===== config.mk =====
export PLATFORM = sky130hd
export DESIGN_NAME = seq_serializer
export DESIGN_NICKNAME = d
export VERILOG_FILES = /design/src/rtl/seq_pkg.sv /design/src/rtl/seq_serializer.sv
export SDC_FILE = /design/constraint.sdc
export NUM_CORES = 1
export LEC_CHECK = 0
export BUFFER_PORTS_ARGS = -buffer_cell sky130_fd_sc_hd__buf_4
export CAP_MARGIN = 25
export CORE_AREA = 3 3 40 42
export DETAILED_ROUTE_END_ITERATION = 12
export DIE_AREA = 0 0 43 45
export GPL_ROUTABILITY_DRIVEN = 1
export HOLD_SLACK_MARGIN = 0.03
export PLACE_DENSITY = 0.58
export SYNTH_ARGS = -nofsm -noshare
export SYNTH_HDL_FRONTEND = slang
export SYNTH_SLANG_ARGS = --single-unit

===== constraint.sdc =====
create_clock -name clk -period 3.8 [get_ports clk]
set_input_delay 0.19 -clock clk [delete_from_list [all_inputs] [get_ports clk]]
set_output_delay 0.19 -clock clk [all_outputs]
set_load 0.03 [all_outputs]

===== src/rtl/seq_pkg.sv =====
// -----------------------------------------------------------------------------
// seq_pkg
//
// Purpose:
//   Shared definitions for the sequence-detection slice: the serializer state
//   encoding and the default word geometry also used by the seq_det benches.
//
// Contents:
//   SEQ_WORD_WIDTH  default bits per word fed to the detector
//   SEQ_IDLE_LEVEL  default level on x when no bit is being shifted
//   seq_state_e     serializer FSM states (IDLE, SHIFT, PARITY, GAP)
//   seq_cnt_width   width of a counter that must hold 0..max_val (>= 1 bit)
// -----------------------------------------------------------------------------
package seq_pkg;

    localparam int   SEQ_WORD_WIDTH = 4;
    localparam logic SEQ_IDLE_LEVEL = 1'b0;

    typedef enum logic [1:0] {
        IDLE   = 2'd0,
        SHIFT  = 2'd1,
        PARITY = 2'd2,
        GAP    = 2'd3
    } seq_state_e;

    // A counter holding 0..max_val needs $clog2(max_val+1) bits; a zero-range
    // counter still gets one bit so it can be declared.
    function automatic int seq_cnt_width(input int max_val);
        return (max_val < 1) ? 1 : $clog2(max_val + 1);
    endfunction

endpackage


===== src/rtl/seq_serializer.sv =====
// -----------------------------------------------------------------------------
// seq_serializer
//
// Purpose:
//   Parallel-to-serial stage feeding seq_det. Accepts WIDTH-bit words on a
//   valid/ready handshake and shifts them out MSB-first, one bit per clk,
//   optionally followed by GAP_CYCLES idle cycles per word.
//
// Optional feature (compile-time macro SEQ_SERIALIZER_PARITY_EN):
//   When defined, an extra cycle after the data bits carries the even parity
//   (XOR) of the word with x_valid=1. When undefined there is no parity logic.
//
// Parameters:
//   WIDTH       bits per word (>= 1)
//   GAP_CYCLES  idle cycles after each word (>= 0)
//   IDLE_LEVEL  level on x when no bit is being shifted
//
// Ports:
//   clk       rising-edge clock
//   reset     asynchronous, active-high reset
//   in_valid  in_data holds a word to send
//   in_data   word to send; bit WIDTH-1 goes out first
//   in_ready  a word can be accepted this cycle
//   x         serial bit to seq_det (registered)
//   x_valid   x carries a data or parity bit this cycle
//   busy      a frame (bits or gap) is in progress
// -----------------------------------------------------------------------------
module seq_serializer
    import seq_pkg::*;
#(
    parameter int   WIDTH      = SEQ_WORD_WIDTH,
    parameter int   GAP_CYCLES = 0,
    parameter logic IDLE_LEVEL = SEQ_IDLE_LEVEL
) (
    input  logic             clk,
    input  logic             reset,
    input  logic             in_valid,
    input  logic [WIDTH-1:0] in_data,
    output logic             in_ready,
    output logic             x,
    output logic             x_valid,
    output logic             busy
);

    localparam int CNT_W = seq_cnt_width(WIDTH);
    localparam int GAP_W = seq_cnt_width(GAP_CYCLES);

    localparam logic [CNT_W-1:0] CNT_LOAD = CNT_W'(WIDTH);
    localparam logic [CNT_W-1:0] CNT_ONE  = CNT_W'(1);
    localparam logic [CNT_W-1:0] CNT_TWO  = CNT_W'(2);
    localparam logic [GAP_W-1:0] GAP_LOAD = GAP_W'(GAP_CYCLES);
    localparam logic [GAP_W-1:0] GAP_ONE  = GAP_W'(1);

    localparam bit HAS_GAP = (GAP_CYCLES > 0);

`ifdef SEQ_SERIALIZER_PARITY_EN
    localparam bit HAS_PARITY = 1'b1;
`else
    localparam bit HAS_PARITY = 1'b0;
`endif

    // Zero-bubble accept is only possible when no gap follows the word. The
    // accepting cycle is the last serial cycle of the frame: the last data
    // bit, or the parity bit when parity is built in.
    localparam bit ZERO_BUBBLE   = !HAS_GAP;
    localparam bit READY_ON_LOAD = ZERO_BUBBLE && !HAS_PARITY && (WIDTH == 1);

    seq_state_e       state_reg;
    logic [WIDTH-1:0] shift_reg;     // bits still to be sent, aligned to MSB
    logic [CNT_W-1:0] bit_cnt_reg;   // data bits left, including the one on x
    logic [GAP_W-1:0] gap_cnt_reg;   // gap cycles left, including current
    logic             x_reg;
    logic             x_valid_reg;
    logic             busy_reg;
    logic             in_ready_reg;
`ifdef SEQ_SERIALIZER_PARITY_EN
    logic             parity_reg;    // even parity of the word in flight
`endif

    logic accept;
    logic frame_done;                // current cycle is the final serial bit

    assign accept = in_valid && in_ready_reg;

`ifdef SEQ_SERIALIZER_PARITY_EN
    assign frame_done = (state_reg == PARITY);
`else
    assign frame_done = (state_reg == SHIFT) && (bit_cnt_reg <= CNT_ONE);
`endif

    // -------------------------------------------------------------------------
    // FSM, shifter and counters. All outputs are registered here, so in_ready
    // is precomputed one cycle ahead for the cycle it will be visible in.
    // A transfer always wins: it is only possible in IDLE or on the final
    // serial cycle, and in both cases the next cycle starts a new word.
    // -------------------------------------------------------------------------
    always_ff @(posedge clk or posedge reset) begin
        if (reset) begin
            state_reg    <= IDLE;
            shift_reg    <= '0;
            bit_cnt_reg  <= '0;
            gap_cnt_reg  <= '0;
            x_reg        <= IDLE_LEVEL;
            x_valid_reg  <= 1'b0;
            busy_reg     <= 1'b0;
            in_ready_reg <= 1'b1;
`ifdef SEQ_SERIALIZER_PARITY_EN
            parity_reg   <= 1'b0;
`endif
        end else if (accept) begin
            // MSB goes straight to x; the shifter keeps the remaining bits.
            state_reg    <= SHIFT;
            shift_reg    <= in_data << 1;
            bit_cnt_reg  <= CNT_LOAD;
            gap_cnt_reg  <= '0;
            x_reg        <= in_data[WIDTH-1];
            x_valid_reg  <= 1'b1;
            busy_reg     <= 1'b1;
            in_ready_reg <= READY_ON_LOAD;
`ifdef SEQ_SERIALIZER_PARITY_EN
            parity_reg   <= ^in_data;
`endif
        end else if (frame_done) begin
            // Word (and parity) finished with nothing new accepted.
            bit_cnt_reg <= '0;
            x_reg       <= IDLE_LEVEL;
            x_valid_reg <= 1'b0;
            if (HAS_GAP) begin
                state_reg    <= GAP;
                gap_cnt_reg  <= GAP_LOAD;
                busy_reg     <= 1'b1;
                in_ready_reg <= 1'b0;
            end else begin
                state_reg    <= IDLE;
                gap_cnt_reg  <= '0;
                busy_reg     <= 1'b0;
                in_ready_reg <= 1'b1;
            end
        end else begin
            case (state_reg)
                SHIFT: begin
                    if (bit_cnt_reg > CNT_ONE) begin
                        x_reg        <= shift_reg[WIDTH-1];
                        shift_reg    <= shift_reg << 1;
                        bit_cnt_reg  <= bit_cnt_reg - CNT_ONE;
                        // Going to the last data bit: ready there only when
                        // it is also the last serial bit of the frame.
                        in_ready_reg <= ZERO_BUBBLE && !HAS_PARITY &&
                                        (bit_cnt_reg == CNT_TWO);
                    end else begin
`ifdef SEQ_SERIALIZER_PARITY_EN
                        // Last data bit done: append the parity bit.
                        state_reg    <= PARITY;
                        bit_cnt_reg  <= '0;
                        x_reg        <= parity_reg;
                        x_valid_reg  <= 1'b1;
                        busy_reg     <= 1'b1;
                        in_ready_reg <= ZERO_BUBBLE;
`endif
                    end
                end

                GAP: begin
                    if (gap_cnt_reg <= GAP_ONE) begin
                        state_reg    <= IDLE;
                        gap_cnt_reg  <= '0;
                        busy_reg     <= 1'b0;
                        in_ready_reg <= 1'b1;
                    end else begin
                        gap_cnt_reg <= gap_cnt_reg - GAP_ONE;
                    end
                end

                default: begin
                    // IDLE: outputs already hold their idle values.
                end
            endcase
        end
    end

    assign x        = x_reg;
    assign x_valid  = x_valid_reg;
    assign busy     = busy_reg;
    assign in_ready = in_ready_reg;

endmodule


==> results.txt, run 1 <==
- Global-route congestion overflow total: 0
* Max stage delay cell, worst path: sky130_fd_sc_hd__dfrtp_1
- Path class of the lowest-slack min-delay path: input port to flop
- Number of global-route vias before repair: between 400 and 500
* RSZ-0062 raised after global routing: false
- Cell area after synthesis: between 500 and 600 um2
- On the worst path, the slowest cell contributes a delay of approximately 430 ps.
- Count of flip-flops with a built-in enable after synthesis: 0
* Cell leakage power: between 0.2 and 0.3 nW
- Most frequently used cell type in the post-synthesis netlist: sky130_fd_sc_hd__dfrtp_1
- The largest total area in the synthesized netlist belongs to sky130_fd_sc_hd__dfrtp_1.
* Start-to-end type of the worst setup path: flop to flop
- The root buffer cell chosen for the clock tree is sky130_fd_sc_hd__clkbuf_4.
- Num rows: 13
- Count of vias placed by the detailed router: 414
- The first TritonRoute pass finished after 4 iterations.
- Reg2Reg Setup Slack: 2370 ps
* Number of cells on the worst hold path: 2
* Top area cells in the synthesized netlist: sky130_fd_sc_hd__dfrtp_1 39%, sky130_fd_sc_hd__ha_1 7.4%, sky130_fd_sc_hd__dfstp_2 5.2%, sky130_fd_sc_hd__a21oi_1 4.9%, sky130_fd_sc_hd__and2_1 3.7%
- The area growth from synthesis to layout is 22.7%.
- In this run the mean area of a mapped cell was 9.77 um2.
* Initial standard-cell utilization of the core: 39.5%
* Clock tree skew after final layout: ~1.2 ps
- Entering global routing, the biggest net connects 13 pins.
* Clock latency at the later pin of the worst-skew pair: approximately 250 ps
* Largest fanout of any net on the critical path: 6
- Counting every instance in the synthesized netlist gives 52.
- The flow ran to the end, and the final reports show no timing, DRC or antenna violations.
* Setup Fix Bufs, Post-CTS: 0
- Post-DP HPWL: ~760 um
- Setup violations remaining at the end of the flow were counted as 0.
- Count of H-tree levels built during CTS: 1
- For this run, the top clock speed supported by timing is roughly 0.7 GHz.
- The worst setup path is launched from a flop.
- CTS tree: done
- Antenna diode instance count: 0
- Floorplan Core Area: approximately 0.0013 mm2
- Measured along the y axis, the die boundary spans 45 um.
- Number of pins with negative max-slew slack in the final report: 0
- The synthesized design devotes to its leading area cell type slightly below 40% of total area.
- In this run the tightest slew margin relative to its limit is about three quarters.
- Final period util: ~38%
* Final RePlAce weighted congestion: roughly 0.85
- Number of nets in the synthesized netlist: slightly above 60
- The detailed router finished its first iteration with 5 violations.
- The die is between 40 and 50 um wide.
- Most frequent cells after synthesis: 8 x sky130_fd_sc_hd__dfrtp_1, 5 x sky130_fd_sc_hd__a21oi_1, 4 x sky130_fd_sc_hd__inv_1
- After detailed routing, the number of vias per cell comes to approximately 5.2.
* Overall routing resource usage: 13.1%
* IO buf count: 10
- TritonCTS sink count: 9
- For the worst setup path, the data arrival time is between 1500 and 2000 ps.
- For the pin with the worst max-slew slack, the measured transition is roughly 370 ps.
- After synthesis, the netlist uses 24 different library cells.
* Post-detailed-route count of antenna-violating nets: 0
- Max-capacitance violation count: 0
- Most frequently used flop master after synthesis: sky130_fd_sc_hd__dfrtp_1
- IR drop worst, VDD: 0.371 mV
* Total negative setup slack: 0 ps
* Number of antenna violations at the first check in global routing: 0
- Of all flip-flops after synthesis, the portion carrying an async set or reset was 100%.
- Top-level port count: 11
* Depth of the worst register-to-register path: 5
- Critical path capture point type: flop
- Number of warnings issued by yosys: 0
- Hold Fails Final Rpt: 0
- Area of the die: approximately 0.0019 mm2
- Counting along the longest clock path gives a buffer depth of 2.
* Cells along the critical path: inv_1 -> ha_1 -> o21ba_2 -> o21ai_1 -> o221a_2
* First-pass GRT wire length: 1790 um
- The synthesized design contains 9 register bits.
- Net count of the finished layout: 76
- Average wire per standard cell: roughly 13 um
- Sequential share of the synthesized area: approximately 45%
* Power density normalized to cell area: about 880 mW/mm2
* Data required time at the worst endpoint: 3980 ps
- Clock slew at the register clock pins of the worst setup and hold paths: ~60 ps
- Wire length reported by the detailed router: around 1000 um
* Detailed-route DRC error count: 0
- Buffers inserted during clock tree synthesis total 3.
- Cell area after placement: approximately 590 um2
* Period minus WS final: ~1400 ps
* Final design area excluding fillers: just over 600 um2
* Proportion of layout cells with a drive suffix above 1: between 20% and 30%
## area by class of cell
type,count,area [um2]
Fill cell,131,662
Multi-Input combinational cell,37,251
Sequential cell,9,226
Timing Repair Buffer,11,85.1
Clock buffer,4,26.3
Tap cell,15,18.8
Inverter,4,15.0
## critical path: cells and delay by family (launching register included)
| kind | cells | cell delay, ps |
|---|---|---|
| AO/OA/AOI/OAI | 3 | 620 |
| buffers and inverters | 1 | 90 |
| flip-flops | 1 | 430 |
| adder cells (fa/ha/maj) | 1 | 210 |
## path summary, 6_finish.rpt
check | startpoint | endpoint
max | bit_cnt_reg[1] | in_ready
min | in_data[0] | shift_reg[1]
max reg2reg | bit_cnt_reg[1] | in_ready
min reg2reg | shift_reg[3] | shift_reg[3]
max in group asynchronous | reset | in_ready
min in group asynchronous | reset | x
## routing by layer
metal	GRT usage [%]	routed length, um
met5	0	0
met1	15.1	467
met2	20.4	475
met4	5.42	10
met3	7.17	70
## timing repair
action,4_1_cts,5_1_grt
resized for setup,0,0
hold buffers,1,0
setup endpoints to repair,0,0
endpoints found under the hold margin,8,0
## logic make-up after synthesis
logic type                 count (synthesis)  share of synthesized area (%)
adders and majority gates                  3                           7.39
and+or+nand+nor                           18                           19.9
DFF                                        9                           44.6
buffers and inverters                      6                           5.91
AOI/OAI and AO/OA                         16                           22.2
## power breakdown
part | switching [mW] | internal, mW | total [mW]
combinational | 0.148 | 0.126 | 0.274
sequential | 0.0556 | 0.147 | 0.203
clock | 0.0312 | 0.0403 | 0.0716
## layout by cell type (no fill, tap or decap), types with 2 or more instances in the layout
| master | n |
|---|---|
| sky130_fd_sc_hd__a21oi_1 | 5 |
| sky130_fd_sc_hd__a41oi_1 | 2 |
| sky130_fd_sc_hd__and2_1 | 3 |
| sky130_fd_sc_hd__buf_4 | 10 |
| sky130_fd_sc_hd__clkbuf_4 | 3 |
| sky130_fd_sc_hd__dfrtp_1 | 8 |
| sky130_fd_sc_hd__ha_1 | 3 |
| sky130_fd_sc_hd__inv_1 | 4 |
| sky130_fd_sc_hd__nand2_1 | 3 |
| sky130_fd_sc_hd__nand2b_1 | 2 |
| sky130_fd_sc_hd__nand4_1 | 2 |
| sky130_fd_sc_hd__nor2_1 | 3 |
| sky130_fd_sc_hd__nor2b_1 | 2 |
| sky130_fd_sc_hd__o31ai_1 | 2 |
## stage by stage
stage	instances	utilization (%)	hold WS, ps	setup WS [ps]	total power [mW]
5_1_grt	80	48.5	146	2220	0.607
3_5_place_dp	75	45.7	181	2390	0.478
3_3_place_gp	75	45.7	177	2400	0.478
6_report	80	48.5	158	2370	0.549
2_1_floorplan	52	-	17.2	2500	0.411
4_1_cts	80	48.5	153	2370	0.553
(Power assumes the default switching activity.)
==> run 2: changes to the inputs <==
PLACE_DENSITY = 0.61   (was 0.58)
clock period = 1.3 ns   (was 3.8 ns; I/O delays follow)
==> run 2 against run 1 <==
Core utilization is 11 points higher. Global-route usage is 1.2 points higher. Combinational power grew to 4.2 times the previous value. Die area stayed put. Power grew to 3.7 times the previous value. Fmax is 11% higher. Sequential cell count stayed put.
==> results.txt, run 2 (synthesis results as in run 1) <==
- The flow ran to the end, and the final reports show no timing, DRC or antenna violations.
- Largest net degree at the start of global routing: 10 (-3)
* Antenna diode instance count: 0 (unchanged)
- The initial cell density of the core was 39.5% (unchanged).
- TritonCTS sink count: 9 (unchanged)
* Worst rel slew slack: 77.4% (+2.2 points)
- The source-to-sink clock delay at the later pin of the worst-skew pair came to 260 ps (about the same).
- Final RePlAce weighted congestion: 0.814 (-4.0%)
- The core box area was 0.00128 mm2 (unchanged).
* Count of H-tree levels built during CTS: 1 (unchanged)
- The total power after layout is 2.02 mW (+270%).
- The global-route wire length before repair is 2030 um (+13%).
* Post-DP HPWL: 877 um (+15%)
- Number of vias per cell after detailed routing: 5.37 (+3.7%)
- The post-route DRC violation count came to 0 (unchanged).
- The data required time of the worst path was 1490 ps (-2490 ps).
- RSZ-0062 raised after global routing: true
* Max-capacitance violation count: 0 (unchanged)
- The number of buffers on the longest clock path was 2 (unchanged).
* Path class of the lowest-slack min-delay path: input port to flop
- The layout filler cell count is 117 (-11%).
* Wire length reported by the detailed router: 1240 um (+21%)
- Top-level port count: 11 (unchanged)
- Final setup fails: 0 (unchanged)
- Critical path capture point type: flop
- Clk Tree Root Cell: sky130_fd_sc_hd__clkbuf_4
* Kind of start point of the critical path: flop
* Most common cell after layout, fill and taps aside: sky130_fd_sc_hd__buf_4
* Average wire per standard cell: 14.2 um (+11%)
- Most used cells in the layout excluding fill and tap cells: 16 x sky130_fd_sc_hd__buf_4, 5 x sky130_fd_sc_hd__a21oi_1, 5 x sky130_fd_sc_hd__dfrtp_1
- The number of max-slew violations in the final report was 0 (unchanged).
- Total iterations of the first detailed-routing run: 4 (unchanged)
* Total negative setup slack: 0 ps (unchanged)
- The ratio of cells with drive above 1 in the final layout came to 51.4% (+25 points).
- The DRC marker count from the first detailed-route iteration was 12 (+7).
- Period minus WS final: 1290 ps (-141 ps)
- Overall routing resource usage: 14.3% (+1.2 points)
- The worst setup path is of the flop to flop kind.
- Final period util: 99.1% (+62 points)
* Number of buffers created by CTS: 3 (unchanged)
- The leakage power is 0.335 nW (+16%).
- Maximum clock frequency: 0.776 GHz (+11%)
- Clock tree skew after final layout: 3.36 ps (+2.13 ps)
- Largest fanout of any net on the critical path: 4 (-2)
- The final hold violation count was 0 (unchanged).
- The full die area was 0.00194 mm2 (unchanged).
* Power density normalized to cell area: 2650 mW/mm2 (+200%)
* IO buf count: 10 (unchanged)
* Post-detailed-route count of antenna-violating nets: 0 (unchanged)
- The vertical die dimension is 45 um (unchanged).
- The pin slew with the least headroom to its limit was 338 ps (-30.2 ps).
- TritonCTS built the clock tree.
- The total congestion overflow is 0 (unchanged).
- Count of vias placed by the detailed router: 467 (+13%)
- Signal arrival time at the worst endpoint: 1480 ps (-130 ps)
* Clock slew at the register clock pins of the worst setup and hold paths: 70 ps (about the same)
* Chip width: 43 um (unchanged)
* Number of antenna violations at the first check in global routing: 0 (unchanged)
- The maximum resistive drop on vdd came to 1.14 mV (+210%).
- The worst hold-check slack is 36.8 ps (-122 ps).
- The area growth from synthesis to layout is 49.8%.
- Number of global-route vias before repair: 455 (+13%)
* Num rows: 13 (unchanged)
- Net count of the finished layout: 83 (+9.2%)
==> run 2: changes by cell type in the layout (fill, tap and decap cells not counted), sizes merged <==
cell	delta
buf	+7
==> run 2: power by group <==
group	leakage [nW]	total [mW]	switching [mW]	internal (mW)
registers	0.105	0.630	0.189	0.441
clock network	0.0150	0.222	0.104	0.119
logic	0.215	1.16	0.569	0.594
==> run 2: worst paths after layout <==
check	start	to	slack (ps)	depth (start not counted)
max	bit_cnt_reg[1]	in_ready	10	5
min	in_data[0]	shift_reg[1]	40	2
max reg2reg	bit_cnt_reg[1]	in_ready	10	5
min reg2reg	shift_reg[3]	shift_reg[3]	550	2
max in group asynchronous	reset	in_ready	690	3
min in group asynchronous	reset	x	310	3
==> run 2: timing repair <==
item	in CTS	in global routing
setup endpoints to repair	4	7
gates resized for setup	3	15
buffers inserted	2	0
hold endpoints to repair	8	0
hold buffers	1	0
pin swaps	0	5
==> run 2: through the flow <==
| step | cells | cell area, um2 | setup WS, ps | utilization [%] |
|---|---|---|---|---|
| after floorplan | 52 | 509 | 23.3 | - |
| after global placement | 81 | 633 | -20.2 | 49.3 |
| after detailed placement | 81 | 633 | -44.2 | 49.3 |
| after CTS | 88 | 696 | -4.62 | 54.1 |
| after global routing | 87 | 761 | -64.0 | 59.2 |
| final | 87 | 761 | 11.1 | 59.2 |
==> run 2: critical path, stage by stage, from the launching register on <==
cell,delay (ps)
sky130_fd_sc_hd__dfrtp_1,430
sky130_fd_sc_hd__inv_2,90
sky130_fd_sc_hd__ha_4,170
sky130_fd_sc_hd__o21ba_4,230
sky130_fd_sc_hd__o21ai_4,60
sky130_fd_sc_hd__o221a_2,240
==> run 2: area by class of cell <==
| class | count | area [um2] | share of cell area, % |
|---|---|---|---|
| Clock buffer | 4 | 26.3 | 3.45 |
| Inverter | 4 | 15.0 | 1.97 |
| Multi-Input combinational cell | 37 | 329 | 43.3 |
| Sequential cell | 9 | 230 | 30.3 |
| Tap cell | 15 | 18.8 | 2.47 |
| Timing Repair Buffer | 18 | 141 | 18.6 |
==> run 2: layer usage <==
| metal | vias up | share of wire [%] | GRT usage, % |
|---|---|---|---|
| met3 | 2 | 5.1 | 3.98 |
| met2 | 10 | 50 | 22.5 |
| li1 | 227 | - | - |
| met4 | 0 | 0.97 | 5.42 |
| met5 | - | 0 | 0 |
| met1 | 228 | 44 | 18.8 |
